==> src/rtl/tri_bus_arbiter_pkg.sv <==
// Shared definitions for the tri-state bus arbiter: FSM encodings, requester
// sizing, parameter legal ranges and small helpers.
package tri_bus_arbiter_pkg;

  localparam int N      = 4;
  localparam int IDX_W  = 2;
  localparam int HOLD_W = 4;
  localparam int TURN_W = 3;

  localparam int HOLD_MAX_MIN = 1;
  localparam int HOLD_MAX_LIM = 15;
  localparam int TURN_CYC_MIN = 1;
  localparam int TURN_CYC_LIM = 7;

  typedef enum logic [1:0] {
    IDLE  = 2'b00,
    GRANT = 2'b01,
    TURN  = 2'b10
  } state_t;

  function automatic int clamp_int(input int v, input int lo, input int hi);
    return (v < lo) ? lo : ((v > hi) ? hi : v);
  endfunction

  function automatic logic [N-1:0] to_onehot(input logic [IDX_W-1:0] idx);
    logic [N-1:0] oh;
    oh      = '0;
    oh[idx] = 1'b1;
    return oh;
  endfunction

endpackage

==> src/rtl/tri_bus_arbiter_rr_pick.sv <==
// Round-robin winner selection: first set request scanning from last+1
// upward, wrapping, with the previous winner considered last.
module rr_pick
  import tri_bus_arbiter_pkg::*;
(
  input  logic [N-1:0]     req,
  input  logic [IDX_W-1:0] last,
  output logic [IDX_W-1:0] win,
  output logic             any
);

  logic [IDX_W-1:0] cand;

  // Scan farthest-first so the nearest set bit after last overwrites the rest.
  always_comb begin
    win  = last;
    cand = '0;
    any  = |req;
    for (int k = N; k >= 1; k--) begin
      cand = last + IDX_W'(k);
      if (req[cand]) win = cand;
    end
  end

endmodule

==> src/rtl/tri_bus_arbiter.sv <==
// Round-robin owner of a shared tri-state bus: drives the 4:1 mux select and
// the output-stage enable, inserting a dead turnaround between owners.
module tri_bus_arbiter
  import tri_bus_arbiter_pkg::*;
#(
  parameter int HOLD_MAX = 4,
  parameter int TURN_CYC = 1
) (
  input  logic             clk,
  input  logic             rst_n,
  input  logic [N-1:0]     req,
  output logic [N-1:0]     gnt,
  output logic [IDX_W-1:0] sel,
  output logic             bus_en,
  output logic             busy
);

  localparam logic [HOLD_W-1:0] HOLD_LIM =
    HOLD_W'(clamp_int(HOLD_MAX, HOLD_MAX_MIN, HOLD_MAX_LIM));
  localparam logic [TURN_W-1:0] TURN_LIM =
    TURN_W'(clamp_int(TURN_CYC, TURN_CYC_MIN, TURN_CYC_LIM));

  state_t             state_q, state_d;
  logic [IDX_W-1:0]   last_q, last_d;
  logic [HOLD_W-1:0]  hold_q, hold_d;
  logic [TURN_W-1:0]  turn_q, turn_d;
  logic [N-1:0]       gnt_d;
  logic [IDX_W-1:0]   sel_d;
  logic               bus_en_d, busy_d;
  logic [IDX_W-1:0]   win;
  logic               any;
  logic               owner_req, others, start_grant;

  rr_pick u_pick (
    .req  (req),
    .last (last_q),
    .win  (win),
    .any  (any)
  );

  assign owner_req = req[last_q];
  assign others    = |(req & ~to_onehot(last_q));

  always_ff @(posedge clk) begin
    if (!rst_n) begin
      state_q <= IDLE;
      last_q  <= IDX_W'(N - 1);
      hold_q  <= '0;
      turn_q  <= '0;
      gnt     <= '0;
      sel     <= '0;
      bus_en  <= 1'b0;
      busy    <= 1'b0;
    end else begin
      state_q <= state_d;
      last_q  <= last_d;
      hold_q  <= hold_d;
      turn_q  <= turn_d;
      gnt     <= gnt_d;
      sel     <= sel_d;
      bus_en  <= bus_en_d;
      busy    <= busy_d;
    end
  end

  // last_q doubles as the current owner while in GRANT; sel is only ever
  // reloaded when a new grant starts, so it cannot move under an active driver.
  always_comb begin
    state_d     = state_q;
    last_d      = last_q;
    hold_d      = hold_q;
    turn_d      = turn_q;
    gnt_d       = gnt;
    sel_d       = sel;
    bus_en_d    = bus_en;
    busy_d      = busy;
    start_grant = 1'b0;

    case (state_q)
      IDLE: begin
        gnt_d    = '0;
        bus_en_d = 1'b0;
        busy_d   = 1'b0;
        if (any) start_grant = 1'b1;
      end

      GRANT: begin
        if (owner_req && (!others || (hold_q < HOLD_LIM))) begin
          if (hold_q < HOLD_LIM) hold_d = hold_q + HOLD_W'(1);
        end else begin
          state_d  = TURN;
          turn_d   = TURN_W'(1);
          hold_d   = '0;
          gnt_d    = '0;
          bus_en_d = 1'b0;
          busy_d   = 1'b1;
        end
      end

      TURN: begin
        gnt_d    = '0;
        bus_en_d = 1'b0;
        if (turn_q >= TURN_LIM) begin
          if (any) begin
            start_grant = 1'b1;
          end else begin
            state_d = IDLE;
            turn_d  = '0;
            busy_d  = 1'b0;
          end
        end else begin
          turn_d = turn_q + TURN_W'(1);
        end
      end

      default: begin
        state_d  = IDLE;
        hold_d   = '0;
        turn_d   = '0;
        gnt_d    = '0;
        bus_en_d = 1'b0;
        busy_d   = 1'b0;
      end
    endcase

    if (start_grant) begin
      state_d  = GRANT;
      last_d   = win;
      hold_d   = HOLD_W'(1);
      turn_d   = '0;
      gnt_d    = to_onehot(win);
      sel_d    = win;
      bus_en_d = 1'b1;
      busy_d   = 1'b1;
    end
  end

endmodule

==> config.mk <==
export PLATFORM = sky130hd
export DESIGN_NAME = tri_bus_arbiter
export DESIGN_NICKNAME = d
export VERILOG_FILES = /design/src/rtl/tri_bus_arbiter_pkg.sv /design/src/rtl/tri_bus_arbiter_rr_pick.sv /design/src/rtl/tri_bus_arbiter.sv
export SDC_FILE = /design/constraint.sdc
export NUM_CORES = 1
export LEC_CHECK = 0
export BUFFER_PORTS_ARGS = -buffer_cell sky130_fd_sc_hd__buf_4
export CORE_MARGIN = 2
export CORE_UTILIZATION = 45
export DETAILED_ROUTE_END_ITERATION = 7
export PLACE_DENSITY = 0.73
export SYNTH_ARGS = -nofsm -noshare
export SYNTH_HDL_FRONTEND = slang
export SYNTH_SLANG_ARGS = --single-unit
export TNS_END_PERCENT = 5
==> constraint.sdc <==
create_clock -name clk -period 2.9 [get_ports clk]
set_input_delay 0.29 -clock clk [delete_from_list [all_inputs] [get_ports clk]]
set_output_delay 0.29 -clock clk [all_outputs]
set_load 0.005 [all_outputs]
==> results of run 1 <==
[metal layers]
layer / vias to the layer above / track usage
li1: 520 / -
met2: 18 / 0.230
met4: 0 / 0.0399
met1: 471 / 0.226
met5: - / 0
met3: 2 / 0.0136
[area by class of cell]
type / count / area, um^2
clock buffers: 3 / 22.5
clock inverters: 1 / 5.00
fillers: 250 / 1340
inverters: 7 / 26.3
multi-input cells: 105 / 802
flip-flops and latches: 19 / 380
well taps: 31 / 38.8
repair buffers: 13 / 97.6
[state kept, by name, indices dropped and copies added, names as in the netlist]
register / count
bus_en: 1
busy: 1
gnt: 4
hold_q: 4
last_q: 2
sel: 2
state_q: 2
turn_q: 3
[stage by stage]
step,instance area [um^2],utilization
final,1370,0.506
after global routing,1370,0.506
after CTS,1370,0.506
after detailed placement,1350,0.496
after global placement,1350,0.496
after floorplan,1260,-
[power by group through the flow]
stage / Sequential [mW] / Clock [mW] / Combinational, mW
floorplan: 0.384 / 0 / 0.566
global placement: 0.405 / 0 / 0.656
detailed placement: 0.410 / 0 / 0.669
CTS: 0.403 / 0.135 / 0.672
global route: 0.413 / 0.145 / 0.746
finish: 0.404 / 0.133 / 0.673
[worst max path at each step]
stage,from,to,slack [ns],cells after the start
global route,last_q[0]$_SDFFE_PN1P_,gnt[3]$_SDFFE_PN0P_,0.46,8
finish,last_q[0]$_SDFFE_PN1P_,gnt[3]$_SDFFE_PN0P_,0.64,8
global placement,last_q[0]$_SDFFE_PN1P_,gnt[3]$_SDFFE_PN0P_,0.76,8
floorplan,last_q[0]$_SDFFE_PN1P_,gnt[3]$_SDFFE_PN0P_,0.92,9
CTS,last_q[0]$_SDFFE_PN1P_,gnt[3]$_SDFFE_PN0P_,0.66,8
detailed placement,last_q[0]$_SDFFE_PN1P_,gnt[3]$_SDFFE_PN0P_,0.68,8
[cells in the mapped netlist, drive strengths merged, types with 4 or more instances]
cell / count
mux2i: 7
buf: 6
dfxtp: 19
a21oi: 8
ha: 10
nand2b: 8
nand2: 14
o211ai: 4
nand3: 5
o21ai: 6
inv: 7
nor2: 4
[logic make-up (layout without fill, tap and decap cells)]
logic type | after synthesis | after routing | synth area share
mux | 10 | 10 | 0.0910
compound gates | 35 | 35 | 0.213
buf+inv | 15 | 24 | 0.0653
simple gates | 50 | 50 | 0.231
fa+ha+maj | 10 | 10 | 0.0989
flops | 19 | 19 | 0.301
==> impl.org, run 1 <==
** Timing
- Number of max-slew violations in the final report :: 0
- The routed design could run at a clock period as short as 2.26 ns.
- In the finished design, the share of the clock period the worst path needs comes to 0.780.
- Final Setup Violations :: 0
- Timing would allow up to around 0.44 GHz.
- Post-Route Skew :: 0.00381 ns
- Final hold slack :: between 0.3 and 0.4 ns
- Worst-case setup margin in the final layout :: approximately 0.64 ns
- Transition time at the pin with the least slew margin :: 0.440 ns
- Setup TNS after final layout :: 0 ns
- Setup repair after global routing missed its margin :: false
- Worst slew margin :: 0.706
- Endpoints failing hold :: 0

** Worst hold path
- The worst hold path belongs to the class in -> reg.
- Hold-critical path depth :: 2
- In this run the most critical hold path is launched from rst_n.
- Endpoint with the worst hold slack :: last_q[1]$_SDFFE_PN1P_

** Status
- The flow ran to the end, and the final reports show no timing, DRC or antenna violations.

** Power
- Fraction of power spent switching nets :: 0.433
- Clock power frac :: 0.110
- Leak :: about 0.6 nW
- The share of total power dissipated in combinational logic is 0.557.
- Pwr Density :: about 900 nW/um^2
- Across the VDD grid, the largest voltage drop is 0.603 mV.
- The internal portion of the total power is 0.685 mW.
- The completed layout was analyzed and its total power is ~1.2 mW.
- Switching power summed over all nets :: between 0.5 and 0.6 mW
- The share of total power dissipated in sequential elements is 0.334.

** Synthesis
- Number of library cell types mapped by synthesis :: between 40 and 50
- Synthesis produced 139 cells.
- Area fraction of the dominant cell type after synthesis :: 0.301
- For this run, the number of Yosys warnings is 0.
- For this run, asynchronously set or reset flops after synthesis account for 0.
- Seq/Total Area, Yosys :: 0.301
- Top post-synthesis cells by area :: sky130_fd_sc_hd__dfxtp_1 (30%), sky130_fd_sc_hd__ha_1 (9.9%), sky130_fd_sc_hd__mux2i_1 (5.5%)
- Average instance area after synthesis :: 9.10 um^2
- Seq cells post-synth :: 19
- Yosys mapped a number of flops with a built-in enable equal to 0.
- Post-synthesis cell area :: 1260 um^2
- In the synthesized netlist the dominant register cell turns out to be sky130_fd_sc_hd__dfxtp_1.
- Synthesized Nets :: 155
- Largest area contributor in the synthesized netlist :: sky130_fd_sc_hd__dfxtp_1

** Floorplan
- Boundary Pins :: 14
- Die Width :: 57.0 um
- Core footprint :: 2710 um^2
- Total die area :: 3250 um^2
- Row count :: 19
- The initial utilization of the core area, before any placement, comes to 0.467.
- The floorplan step set the die height to 57.0 um.

** Flow run
- Number of maximum-capacitance constraint violations :: 0

** Critical path
- Broken down by cell family, the worst path's largest delay share belongs to flip-flops.
- On the critical path, the stage with the largest delay is an instance of sky130_fd_sc_hd__dfxtp_1.
- The number of buffers and inverters on the critical path is 1.
- In this run the register-to-register setup slack is 0.64 ns.
- Crit path DAT :: 2.46 ns
- Reg2reg end :: gnt[3]$_SDFFE_PN0P_
- Number of cells on the worst reg-to-reg path :: 8
- Largest fanout on the critical path :: 11
- The startpoint identified for the worst register-to-register timing path is last_q[0]$_SDFFE_PN1P_.
- The signal on the critical path passes through inv_1 -> ha_1 -> mux2_2 -> o22ai_1 -> a21oi_1 -> nand2_1 -> o21ai_1 -> and2_1.
- Delay contributed by the slowest stage of the critical path :: 0.60 ns
- At the worst endpoint, the required time is 3.09 ns.
- STA classifies the critical path endpoint as a flop.
- Setup CP Type :: reg -> reg
- Startpoint class of the critical path :: flop

** Global routing
- Final global-route overflow total :: 0
- Entering global routing, the biggest net connects 18 pins.
- Across every metal layer, demand over resource in global routing totals 0.150.
- The number of global-route vias before repair came to 891.
- Initial antenna violation count :: 0
- The first global-routing pass estimated 4.00 mm of wire.

** Final layout
- Most common cell after layout, fill and taps aside :: sky130_fd_sc_hd__dfxtp_1
- In the layout the commonest cells are sky130_fd_sc_hd__dfxtp_1 (19), sky130_fd_sc_hd__nand2_1 (13), sky130_fd_sc_hd__buf_4 (13).
- Inserted Diodes :: 0
- The final layout contains 165 nets.
- Compared with the post-synthesis result, the final layout area differs by 8.51%.
- For this run, the number of standard cells in the final layout without fillers is 179.
- Of the cells placed in the final design, the portion with a size suffix greater than 1 is 0.203.

** Routing
- Pre-antenna DRT Iters :: 4
- Post-route ant nets :: 0
- Number of remaining DRC errors :: 0
- Average detailed-routed wire length per instance :: roughly 13 um
- The highest layer touched by signal routing is met4.
- Routed via count divided by cell count :: 5.65
- The routed layout has 1011 vias.
- For this block, the routed nets add up to 2.34 mm of wire.
- The first routing iteration left 34 violations.
- In the final routing, the length of wire on met1 measures approximately 1.2 mm.
- Detailed routing placed a total of a little over 1 mm of wire on met2.
- Detail Route met3 WL :: 67 um

** Placed design
- At the placement stage, the worst setup path has a slack of around 0.68 ns.
- Port buffering added 13 buffers.
- Last weighted congestion value of the routability-driven placer :: between 0.7 and 0.8
- Half-perimeter wire length of the detailed placement result :: 1.80 mm
- Counting tap cells, the placed design contains a total of 175 instances.

** Clock tree
- Total of cells resized after clock tree synthesis :: 0
- Clock latency on the worst-skew pair :: ~0.29 ns
- Clock slew at the register clock pins of the worst setup and hold paths :: 0.11 ns
- Number of buffers between clock root and the deepest sink :: 2
- TritonCTS built the clock tree.
- After clock tree synthesis, the setup repair step added 0 buffers.
- After clock tree synthesis, the flow added hold-fix buffers numbering 0.
- Counting the buffers created by CTS gives 3.
- CTS built an H-tree with a depth of 1.
- The root buffer cell chosen for the clock tree is sky130_fd_sc_hd__clkbuf_4.
- Clock sink count :: 19
Note: power is estimated with default switching activity, not from simulation.
==> run 2, diff against run 1 <==
--- a/config.mk
+++ b/config.mk
@@ -5,6 +5,7 @@
 export SDC_FILE = /design/constraint.sdc
 export NUM_CORES = 1
 export LEC_CHECK = 0
+export ABC_AREA = 1
 export BUFFER_PORTS_ARGS = -buffer_cell sky130_fd_sc_hd__buf_4
 export CORE_MARGIN = 2
 export CORE_UTILIZATION = 45
==> constraint.sdc (replaced) <==
create_clock -name clk -period 2.2 [get_ports clk]
set_input_delay 0.22 -clock clk [delete_from_list [all_inputs] [get_ports clk]]
set_output_delay 0.22 -clock clk [all_outputs]
set_load 0.005 [all_outputs]
==> run 2 against run 1 <==
  * Setup slack got worse by 0.33 ns
  * Fmax rose by 19%
  * Sequential cell count unchanged
  * Critical path depth grew 1
  * Largest cell class unchanged
  * Largest power group unchanged
  * Highest routed layer unchanged
==> impl.org, run 2 <==
** Status
- The flow ran to the end, and the final reports show no timing, DRC or antenna violations.

** Final layout
- Of the cells placed in the final design, the portion with a size suffix greater than 1 is 0.155.
- Most common cell after layout, fill and taps aside :: sky130_fd_sc_hd__nand2_1
- Once layout is complete, the utilization of the core stands at 0.544.
- The largest registers in the layout are gnt (4), hold_q (4), turn_q (3).
- Leaving out fill and tap cells, the most frequent cells in the layout are sky130_fd_sc_hd__nand2_1 (49), sky130_fd_sc_hd__inv_1 (23), sky130_fd_sc_hd__dfxtp_1 (19).
- Compared with the post-synthesis result, the final layout area differs by 14.1%.
- Fin nets :: about 210
- The repair_antennas step left the layout with diodes totalling 0.

** Global routing
- The number of antenna violations at the first check in global routing is 0.
- Pin count of the biggest net entering global routing :: 13
- The first global-routing pass estimated 4.37 mm of wire.
- For this run, the total global-route usage over all layers was measured as 0.173.
- Final global-route overflow total :: 0
- The number of global-route vias before repair is a little over 1k.

** Routing
- Wires add up to 2.42 mm.
- Pre-antenna DRT Iters :: 4
- Dividing the detail-routed wire length by the instance count gives 10.8 um.
- Initial DRC Count :: 55
- Total via count after detailed routing :: 1142
- Post-route ant nets :: 0
- Routed via count divided by cell count :: a little over 5
- Number of remaining DRC errors :: 0

** Worst hold path
- Min-Delay Path Class :: in -> reg

** Synthesis
- Synthesized Nets :: 193
- Largest area contributor in the synthesized netlist :: sky130_fd_sc_hd__dfxtp_1
- During synthesis, Yosys emitted a total of 0 warnings.
- The commonest cells after synthesis are sky130_fd_sc_hd__nand2_1 (49), sky130_fd_sc_hd__inv_1 (23), sky130_fd_sc_hd__dfxtp_1 (19), sky130_fd_sc_hd__nand3_1 (17), sky130_fd_sc_hd__nor2_1 (16).
- Async set-reset flop share out of synthesis :: 0
- Top post-synthesis cells by area :: sky130_fd_sc_hd__dfxtp_1 (32%), sky130_fd_sc_hd__nand2_1 (15%), sky130_fd_sc_hd__ha_1 (11%)
- The mapped netlist covers 1190 um^2.
- Dividing the synthesized area by the synthesized cell count gives 6.73 um^2.
- Counting every instance in the synthesized netlist gives 177.
- In the synthesized netlist the dominant register cell turns out to be sky130_fd_sc_hd__dfxtp_1.
- The synthesized design contains 0 enable-type register cells.
- Counting distinct cell types in the post-synthesis netlist gives 22.
- The synthesized design contains 19 register bits.
- Area fraction of the dominant cell type after synthesis :: 0.319
- Of the synthesized area, sequential elements account for 0.319.
- Most repeated cell in the gate-level netlist after synthesis :: sky130_fd_sc_hd__nand2_1

** Clock tree
- TritonCTS built the clock tree.
- Hold repair after CTS inserted 0 buffers.
- Clock tree synthesis inserted a total of 3 buffers.
- CTS Root Buffer Type :: sky130_fd_sc_hd__clkbuf_4
- Clock slew at the register clock pins of the worst setup and hold paths :: around 0.11 ns
- In this run the number of H-tree levels came out at 1.
- Number of buffers between clock root and the deepest sink :: 2
- Counting every sink on the clock net gives 19.
- At the later pin of the worst-skew pair, clock insertion delay measures 0.31 ns.
- In this run the post-CTS setup repair buffer count came out at 0.
- Gates resized during post-CTS repair numbered 0.

** Timing
- The clock period could shrink to approximately 1.9 ns.
- Number of max-slew violations in the final report :: 0
- Part of the cycle the worst path needs :: 0.861
- Setup repair after global routing missed its margin :: false
- Max Clock Freq :: 0.528 GHz
- For the final routed database, the setup TNS stands at 0 ns.
- Endpoints failing hold :: 0
- Across the routed clock network, the largest skew measured is 0.00110 ns.
- Final Setup Violations :: 0
- Transition time at the pin with the least slew margin :: 0.440 ns
- Measured against its own limit, the worst slew margin works out to 0.703.

** Critical path
- STA classifies the critical path startpoint as a flop.
- Crit-path most repeated cell :: sky130_fd_sc_hd__nand3_1
- Critical Path End Type :: flop
- Crit path DAT :: 2.14 ns
- Traced cell by cell, the critical path runs through inv_2 -> ha_1 -> inv_1 -> nand3_1 -> nand2_1 -> nand3_1 -> a21boi_1 -> nand4_1 -> a21oi_1.
- The setup path with the least slack is of type reg -> reg.
- Data on the critical path is required at its endpoint by roughly 2.4 ns.
- Largest fanout on the critical path :: 8
- Delay contributed by the slowest stage of the critical path :: ~0.51 ns
- For this design, the slowest cell found on the critical path is sky130_fd_sc_hd__dfxtp_1.

** Floorplan
- Row count :: 18
- The initial utilization of the core area, before any placement, comes to 0.476.
- Core footprint :: around 2500 um^2
- The die is ~55 um tall.
- The floorplan step defined a die boundary enclosing between 3000 and 4000 um^2.
- Pin placement for this block handled 14 I/O pins.
- Die Width :: 55.5 um

** Placed design
- Input and output buffers added on the ports amount to 13.
- Last weighted congestion value of the routability-driven placer :: 0.817
- The HPWL after detailed placement is about 2 mm.

** Power
- For this design the static power due to leakage is 0.683 nW.
- Pwr Density :: 1250 nW/um^2
- IR analysis of the VDD net gives a maximum drop of 0.791 mV.
- Total design power :: roughly 1.7 mW

** Flow run
- Max-cap violations in this run came to 0.
run 2: path summary, 6_finish.rpt:
| check | start | end | slack, ns | cells after the start |
|---|---|---|---|---|
| worst max register to register | last_q[0]$_SDFFE_PN1P_ | gnt[2]$_SDFFE_PN0P_ | 0.31 | 9 |
| worst min-delay path | rst_n | sel[0]$_SDFFE_PN0P_ | 0.14 | 3 |
| worst max-delay path | last_q[0]$_SDFFE_PN1P_ | gnt[2]$_SDFFE_PN0P_ | 0.31 | 9 |
| worst min register to register | busy$_SDFFE_PN0P_ | busy$_SDFFE_PN0P_ | 0.46 | 2 |
run 2: cell type report:
type	instances	area, um^2
inverters	28	105
multi-input cells	129	701
fillers	245	1140
clock buffers	3	22.5
flip-flops and latches	19	380
repair buffers	14	105
well taps	30	37.5
clock inverters	1	7.51
run 2: cells by family after synthesis:
| family | share of synthesized area |
|---|---|
| buffers and inverters | 0.0924 |
| DFF | 0.319 |
| and+or+nand+nor | 0.380 |
| adders and majority gates | 0.105 |
| AOI/OAI and AO/OA | 0.103 |
run 2: critical path: cells and delay by family (launching register included):
family	cells	cell delay [ns]
DFF	1	0.51
buffers and inverters	2	0.22
adders and majority gates	1	0.35
and+or+nand+nor	4	0.37
AOI/OAI and AO/OA	2	0.38
run 2: power by group:
group          switching [mW]  total, mW  internal (mW)
combinational           0.616      0.998          0.382
sequential             0.0758      0.516          0.440
clock                   0.118      0.187         0.0694
total                   0.809       1.70          0.892
run 2: through the flow:
step / hold WS, ns / std cells / instance area [um^2] / worst slack [ns]
floorplan: 0.318 / 177 / 1190 / 0.585
global placement: 0.437 / 220 / 1330 / 0.356
detailed placement: 0.448 / 220 / 1330 / 0.331
CTS: 0.137 / 224 / 1360 / 0.308
global route: 0.140 / 224 / 1360 / 0.0959
finish: 0.136 / 224 / 1360 / 0.306
run 2: routing by layer:
metal | vias up | part of all wire | track usage
met1 | 516 | 0.49 | 0.233
met4 | 0 | 0.015 | 0.0418
met3 | 4 | 0.049 | 0.0515
li1 | 599 | - | -
met5 | - | 0 | 0
met2 | 23 | 0.45 | 0.270
==> run 3, diff against run 2 <==
--- a/config.mk
+++ b/config.mk
@@ -7,7 +7,7 @@
 export LEC_CHECK = 0
 export ABC_AREA = 1
 export BUFFER_PORTS_ARGS = -buffer_cell sky130_fd_sc_hd__buf_4
-export CORE_MARGIN = 2
+export CORE_MARGIN = 4
 export CORE_UTILIZATION = 45
 export DETAILED_ROUTE_END_ITERATION = 7
 export PLACE_DENSITY = 0.73
==> run 3 against run 2 <==
  * Final area stayed put
  * Critical path type unchanged
  * Largest power group unchanged
  * Largest cell class unchanged
  * Core utilization stayed put
  * Via count is 0.88% higher
  * First-iteration DRC count is 47% lower
  * Sequential share of layout area stayed put
  * Critical path depth stayed put
  * Combinational power hardly changed
  * Critical endpoint is now sel[1]$_SDFFE_PN0P_
  * Power is 0.15% higher
  * Global-route usage is 1.9 points lower
  * Hold slack better by 0.018 ns
  * Fmax is 1.0% lower
  * Clock skew is 0.0033 ns higher
==> impl.org, run 3 (synthesis results as in run 2) <==
** Final layout
- Most common cell after layout, fill and taps aside :: sky130_fd_sc_hd__nand2_1
- Share of final-layout standard cells stronger than drive strength 1 :: 0.155
- In the layout the commonest cells are sky130_fd_sc_hd__nand2_1 (49), sky130_fd_sc_hd__inv_1 (23), sky130_fd_sc_hd__dfxtp_1 (19).
- Inserted Diodes :: 0
- Final cell utilization of the core :: 0.544
- Finished layout cell area :: around 1400 um^2
- Area growth from synthesis to layout :: 14.1%
- Excluding fillers, the count of instances in the completed layout stands at roughly 220.
- Top Registers :: gnt (4), hold_q (4), turn_q (3)
- At the end of the flow, the number of nets in the layout was 211.

** Timing
- Between clock sinks in the finished design, the worst skew comes to 0.00439 ns.
- For this run, the top clock speed supported by timing is 0.522 GHz.
- Endpoints failing hold :: 0
- Setup slack on the critical path of the routed design comes to 0.286 ns.
- Setup repair after global routing left no endpoint under its margin.
- Number of max-slew violations in the final report :: 0
- For the pin with the worst max-slew slack, the measured transition is 0.443 ns.
- Final hold slack :: 0.154 ns
- In the final timing run, aggregate negative setup slack is 0 ns.
- The worst path in the final design needs a cycle of approximately 1.9 ns, including I/O delays and setup.
- Setup violations remaining at the end of the flow were counted as 0.
- Part of the cycle the worst path needs :: 0.870
- Worst slew margin :: 0.702

** Critical path
- The slowest stage of the critical path is the sky130_fd_sc_hd__dfxtp_1 cell.
- Largest fanout on the critical path :: 8
- Data arrives at the worst endpoint at 2.15 ns.
- Critical Path End Type :: flop
- Startpoint class of the critical path :: flop
- Walking the worst path, the cells encountered are inv_2 -> ha_1 -> inv_1 -> nand3_1 -> nand2_1 -> nand3_1 -> a21boi_1 -> nand2_1 -> o21ai_0.
- Required time at the worst-slack endpoint :: 2.43 ns
- Startpoint of the worst-slack reg-to-reg timing path :: last_q[0]$_SDFFE_PN1P_
- The most critical setup path has its startpoint at last_q[0]$_SDFFE_PN1P_.
- Together, buffers and inverters on the worst path number 2.
- Setup CP Type :: reg -> reg
- Delay contributed by the slowest stage of the critical path :: 0.50 ns
- Category of cells accounting for the largest share of critical-path delay :: flip-flops

** Global routing
- Pin count of the biggest net entering global routing :: 13
- Global routing finished with a remaining overflow of 0.
- For this run, global-route usage on met1 was measured as 0.199.
- The first global-routing pass estimated 4.26 mm of wire.
- Number of global-route vias before repair :: 1047
- Initial antenna violation count :: 0
- Met3 Usage GRT :: 0.0327
- For this run, global-route usage on met2 was measured as 0.264.
- GRT Resource Usage Total :: 0.154
- Grt peak-use layer :: met2

** Placed design
- In this run the tool buffered the top-level ports with 13 buffer cells.
- At the end of routability-driven placement, the weighted congestion stood at 0.889.
- Placed Cells :: 220
- Dpl ws :: 0.330 ns
- After detailed placement, the total cell area comes to around 1300 um^2.
- Once detailed placement completed, the half-perimeter wirelength came to 1.95 mm.

** Routing
- For this run, the detailed router's first-pass iteration total came to 4.
- Post-route ant nets :: 0
- Routed via count divided by cell count :: 5.14
- In this run, the number of DRC markers left after iteration 0 of detailed routing was 29.
- Average detailed-routed wire length per instance :: 10.8 um
- Number of remaining DRC errors :: 0
- The routed design has between 2 and 2.5 mm of wire.
- Total via count after detailed routing :: approximately 1.2k

** Clock tree
- CTS Buf Count :: 3
- Clock latency on the worst-skew pair :: 0.30 ns
- TritonCTS built the clock tree.
- Clock-pin slew was measured on the worst setup and hold paths at 0.11 ns.
- Gates resized during post-CTS repair numbered 0.
- Clock sink count :: 19
- Number of buffers inserted by post-CTS setup repair :: 0
- In this run the number of H-tree levels came out at 1.
- Counting along the longest clock path gives a buffer depth of 2.
- Total of hold buffers inserted after clock tree synthesis :: 0
- CTS placed an instance of sky130_fd_sc_hd__clkbuf_4 at the clock tree root.

** Power
- The worst-case IR drop observed on VDD is 0.876 mV.
- The design draws 1.70 mW.
- Leak :: 0.683 nW
- Pwr Density :: 1250 nW/um^2

** Floorplan
- Row count :: 18
- For this configuration, the core starts out at a cell density of 0.476.
- Core footprint :: 2500 um^2
- Boundary Pins :: 14
- The floorplan step defined a die boundary enclosing 3530 um^2.
- Chip height :: 59.5 um
- Die Width :: approximately 59 um

** Flow run
- Max-cap violations in this run came to 0.

** Worst hold path
- The tightest min-delay check is of the in -> reg type.
- The startpoint identified for the worst hold timing path is rst_n.

** Status
- The flow ran to the end, and the final reports show no timing, DRC or antenna violations.
-- run 3: cell counts in the layout (fill, tap and decap cells not counted) --
No cell type changed its count.
-- run 3: power by group --
part,internal (mW),switching [mW],total [mW]
clock,0.0692,0.113,0.182
sequential,0.440,0.0749,0.515
combinational,0.383,0.623,1.01
total,0.893,0.811,1.70
-- run 3: layer usage --
metal | wire length (um) | vias up
met5 | 0 | -
met4 | 26 | 0
met3 | 142 | 7
met2 | 1130 | 28
met1 | 1120 | 516
li1 | - | 601
-- run 3: worst paths after layout --
check | to | slack, ns | depth (start not counted)
max reg2reg | sel[1]$_SDFFE_PN0P_ | 0.29 | 9
min reg2reg | busy$_SDFFE_PN0P_ | 0.46 | 2
min | last_q[0]$_SDFFE_PN1P_ | 0.15 | 2
max | sel[1]$_SDFFE_PN0P_ | 0.29 | 9
-- run 3: area by class of cell --
| cell class | count | area, um^2 |
|---|---|---|
| Inverter | 28 | 105 |
| Clock inverter | 1 | 7.51 |
| Clock buffer | 3 | 22.5 |
| Multi-Input combinational cell | 129 | 701 |
| Timing Repair Buffer | 14 | 105 |
| Fill cell | 238 | 1140 |
| Tap cell | 30 | 37.5 |
| Sequential cell | 19 | 380 |
